$ cat src/rtl/control_unit.sv
// Sequencer for a small register-file processor: decodes IR into bus-drive and load strobes.
// Latency: Done one cycle after Run for mv/mvi/undefined, three cycles for add/sub; no backpressure.
module control_unit (
    input  logic       i_clock,
    input  logic       i_reset,
    input  logic       i_run,
    input  logic [8:0] i_ir,
    output logic       o_irin,
    output logic [7:0] o_rin,
    output logic [7:0] o_rout,
    output logic       o_ain,
    output logic       o_gin,
    output logic       o_gout,
    output logic       o_dinout,
    output logic       o_addsub,
    output logic       o_done
);

    typedef enum logic [1:0] {
        T0 = 2'd0,
        T1 = 2'd1,
        T2 = 2'd2,
        T3 = 2'd3
    } state_t;

    localparam logic [2:0] OP_MV  = 3'b000;
    localparam logic [2:0] OP_MVI = 3'b001;
    localparam logic [2:0] OP_ADD = 3'b010;
    localparam logic [2:0] OP_SUB = 3'b011;

    state_t     r_state;
    state_t     w_next;
    logic [2:0] w_op;
    logic [2:0] w_x;
    logic [2:0] w_y;
    logic [7:0] w_x_oh;
    logic [7:0] w_y_oh;

    assign w_op   = i_ir[8:6];
    assign w_x    = i_ir[5:3];
    assign w_y    = i_ir[2:0];
    assign w_x_oh = 8'd1 << w_x;
    assign w_y_oh = 8'd1 << w_y;

    always_ff @(posedge i_clock) begin
        if (i_reset) begin
            r_state <= T0;
        end else begin
            r_state <= w_next;
        end
    end

    always_comb begin
        w_next   = T0;
        o_irin   = 1'b0;
        o_rin    = 8'd0;
        o_rout   = 8'd0;
        o_ain    = 1'b0;
        o_gin    = 1'b0;
        o_gout   = 1'b0;
        o_dinout = 1'b0;
        o_addsub = 1'b0;
        o_done   = 1'b0;
        case (r_state)
            T0: begin
                o_irin = i_run;
                w_next = i_run ? T1 : T0;
            end
            T1: begin
                case (w_op)
                    OP_MV: begin
                        o_rout = w_y_oh;
                        o_rin  = w_x_oh;
                        o_done = 1'b1;
                    end
                    OP_MVI: begin
                        o_dinout = 1'b1;
                        o_rin    = w_x_oh;
                        o_done   = 1'b1;
                    end
                    OP_ADD, OP_SUB: begin
                        o_rout = w_x_oh;
                        o_ain  = 1'b1;
                        w_next = T2;
                    end
                    default: o_done = 1'b1;
                endcase
            end
            T2: begin
                o_rout   = w_y_oh;
                o_gin    = 1'b1;
                o_addsub = (w_op == OP_SUB);
                w_next   = T3;
            end
            T3: begin
                o_gout = 1'b1;
                o_rin  = w_x_oh;
                o_done = 1'b1;
            end
            default: w_next = T0;
        endcase
        // Reset silences every strobe in the same cycle so an aborted instruction writes nothing.
        if (i_reset) begin
            w_next   = T0;
            o_irin   = 1'b0;
            o_rin    = 8'd0;
            o_rout   = 8'd0;
            o_ain    = 1'b0;
            o_gin    = 1'b0;
            o_gout   = 1'b0;
            o_dinout = 1'b0;
            o_addsub = 1'b0;
            o_done   = 1'b0;
        end
    end

endmodule

$ cat config.mk
export PLATFORM = sky130hd
export DESIGN_NAME = control_unit
export DESIGN_NICKNAME = d
export VERILOG_FILES = /design/src/rtl/control_unit.sv
export SDC_FILE = /design/constraint.sdc
export NUM_CORES = 1
export LEC_CHECK = 0
export CORE_UTILIZATION = 28
export CTS_CLUSTER_DIAMETER = 120
export DETAILED_ROUTE_END_ITERATION = 10
export PLACE_DENSITY = 0.83
export SKIP_CTS_REPAIR_TIMING = 1
export SLEW_MARGIN = 10
export SYNTH_ARGS = -nofsm -noshare
export SYNTH_HDL_FRONTEND = slang
export SYNTH_SLANG_ARGS = --single-unit
$ cat constraint.sdc
create_clock -name i_clock -period 1.3 [get_ports i_clock]
set_input_delay 0.13 -clock i_clock [delete_from_list [all_inputs] [get_ports i_clock]]
set_output_delay 0.13 -clock i_clock [all_outputs]
set_load 0.005 [all_outputs]
==> impl_summary.log <==
INFO  metric status = finished with violations
INFO  metric failed_checks = setup timing
INFO  metric route.detailed.vias_per_inst = 5.35
INFO  metric drt_pass1_iterations = 4
INFO  metric worst-endpoint-arrival = 1.62 ns
INFO  metric dp_worst_setup_slack = -0.761 ns
INFO  metric finalWirelength = 2.04 mm
INFO  metric mappedNetlistArea = 427 um^2
INFO  metric worst_hold_path_type = primary input to flip-flop
INFO  metric cts.htree.levels = 1
INFO  metric antenna_violating_nets_post_route = 0
INFO  metric synth_largest_area_cell = sky130_fd_sc_hd__ha_1
INFO  metric yosysWarningCount = 0
INFO  metric power_density = 397 nW/um^2
INFO  metric top_level_port_count = 35
INFO  metric worst-path-buf-inv = 3
INFO  metric fp.dieW = 41.0 um
INFO  metric numPlacedInstances = 120
INFO  metric critical_path.max_fanout = 4
INFO  metric grt_start_max_net_pins = 7
INFO  metric critical-path-max-stage-delay = 0.32 ns
INFO  metric detailed_place.area = 958 um^2
INFO  metric worst_slack = -0.451 ns
INFO  metric average_wire_per_standard_cell = 15.7 um
INFO  metric hpwl = 1.32 mm
INFO  metric die_area = 1680 um^2
INFO  metric clk_pin_slew = 0.03 ns
INFO  metric drive_gt1_share = 62.6%
INFO  metric async_s_r_ff_share_synth = 0%
INFO  metric routed-via-count = 695
INFO  metric top_count_cell_post_synth = sky130_fd_sc_hd__nor2_1
INFO  metric synthTopCellsByArea = sky130_fd_sc_hd__ha_1 (12%), sky130_fd_sc_hd__dfxtp_1 (9.4%), sky130_fd_sc_hd__o32ai_1 (8.2%)
INFO  metric grtUsageTotal = 21.3%
INFO  metric tritoncts.num_buffers = 3
INFO  metric fill_cells = 85
INFO  metric report.final.setup_viol = 21
INFO  metric syn-instance-count = 57
INFO  metric antenna_found_initial = 0
INFO  metric max_clock_freq = 571 MHz
INFO  metric yosys.area.top_type_share = 11.7%
INFO  metric final-instance-count-excl-fill = 130
INFO  metric timing.slew.headroom = 75.9%
INFO  metric syn_to_final_growth = 157%
INFO  metric critical_path_class = flip-flop to primary output
INFO  metric global_route.overflow_total = 0
INFO  metric worstSetupStartpointType = flip-flop
INFO  metric path_cells = inv_4, ha_4, nor4b_4, o21ai_2, buf_4, o22ai_1, buf_2
INFO  metric start_util = 31.2%
INFO  metric flip_flop_and_latch_count_after_synthesis = 2
INFO  metric grt_pass1_wl = 2.39 mm
INFO  metric clock_tree.root_cell = sky130_fd_sc_hd__clkbuf_4
INFO  metric synth.distinct_cells = 26
INFO  metric cts_tree = built
INFO  metric synth_top_cells_by_count = sky130_fd_sc_hd__nor2_1 (6), sky130_fd_sc_hd__nor2b_1 (5)
INFO  metric core = 1370 um^2
INFO  metric clock_path_buffers = 2
INFO  metric timing.hold.ws = 0.261 ns
INFO  metric avgSynthCellArea = 7.49 um^2
INFO  metric layout_top_registers = r_state x2
INFO  metric tns = -7.14 ns
INFO  metric hold_violation_total_from_the_final_report = 0
INFO  metric fraction_of_the_cycle_the_final_worst_path_needs = 135%
INFO  metric stdcell_area = 1100 um^2
INFO  metric crit_slowest_cell = sky130_fd_sc_hd__dfxtp_2
INFO  metric largest_register_ff_count = 2
INFO  metric reg2reg_setup_slack = 0.05 ns
INFO  metric synth_sequential_area_ratio = 9.38%
INFO  metric synth_ff_type = sky130_fd_sc_hd__dfxtp_1
INFO  metric final-max-slew-violation-count = 0
INFO  metric setup_repair_after_global_routing_missed_its_margin = yes
INFO  metric postLayoutCoreUtil = 80.2%
INFO  metric clkLatencyLatePin = 0.23 ns
INFO  metric core.rowCount = 13
INFO  metric grt_pass1_vias = 581
INFO  metric die_height = 41.0 um
INFO  metric max_cap_viol_count = 0
INFO  metric worstPathRequired = 1.17 ns
INFO  metric power.total = 435 uW
INFO  metric end_kind = primary output
INFO  metric actual_transition_at_the_worst_max_transition_pin = 0.359 ns
INFO  metric detail_route.drc_violations = 0
INFO  metric largest_register = r_state
INFO  metric port-buffer-count = 34
INFO  metric total_leakage_power = 0.574 nW
INFO  metric timing.critical_path.max_delay_family = buffers and inverters
INFO  metric timing.final.crit_period = 1.75 ns
INFO  metric worst_ir_drop_vdd = 354 uV
INFO  metric synth-edff-count = 0
INFO  metric detail_route.iter0.violations = 11
INFO  metric layout.nets = 133
INFO  metric antenna_cells_inserted = 0
INFO  metric final.setup_skew = 0.00680 ns
INFO  metric net_count_after_synthesis = 73
INFO  metric gpl.final_weighted_congestion = 0.707
INFO  metric clock_sinks = 2
-- where the power goes --
| group | total, mW | switching [mW] | internal, mW | leakage, nW |
|---|---|---|---|---|
| registers | 0.0719 | 0.00596 | 0.0660 | 0.0175 |
| clock network | 0.139 | 0.0372 | 0.102 | 0.0138 |
| logic | 0.224 | 0.101 | 0.123 | 0.543 |
| total | 0.435 | 0.144 | 0.291 | 0.574 |
-- path summary, 6_finish.rpt --
check	from	end	cells past startpoint
setup / recovery	r_state[1]	o_rout[5]	7
hold / removal	i_reset	r_state[1]	3
hold reg to reg	r_state[1]	r_state[1]	3
setup reg to reg	r_state[0]	r_state[0]	5
-- worst min-delay path: cells and delay by family --
family / cells / cell delay (ns)
buf+inv: 2 / 0.27
compound gates: 1 / 0.04
-- metal layers --
layer,share of wire (%),track usage [%],wire (um),vias to the layer above
li1,-,-,-,336
met1,40,22.3,823,328
met2,54,43.0,1100,31
met3,6.0,5.98,123,0
met4,0,0,0,0
met5,0,0,0,-
-- kinds of logic (layout without fill, tap and decap cells) --
| group | Yosys count | count (layout) | synth area share, % |
|---|---|---|---|
| compound gates | 13 | 13 | 21.1 |
| flops | 2 | 2 | 9.38 |
| fa+ha+maj | 4 | 4 | 11.7 |
| buf+inv | 3 | 61 | 2.64 |
| simple gates | 34 | 34 | 52.5 |
| mux | 1 | 1 | 2.64 |
-- layout by cell type (no fill, tap or decap), types with 4 or more instances in the layout --
cell | synthesis | routed
sky130_fd_sc_hd__buf_4 | 0 | 19
sky130_fd_sc_hd__o32ai_2 | 0 | 4
sky130_fd_sc_hd__dlymetal6s2s_1 | 0 | 8
sky130_fd_sc_hd__buf_2 | 0 | 13
sky130_fd_sc_hd__nor2_1 | 6 | 6
sky130_fd_sc_hd__clkdlybuf4s50_1 | 0 | 9
-- final cells by class --
type / instances / area [um^2] / area share, %
inverters: 3 / 16.3 / 1.48
clock buffers: 3 / 22.5 / 2.05
well taps: 15 / 18.8 / 1.71
multi-input cells: 52 / 538 / 49.1
flip-flops and latches: 2 / 45.0 / 4.11
repair buffers: 55 / 455 / 41.6
(Power assumes the default switching activity.)
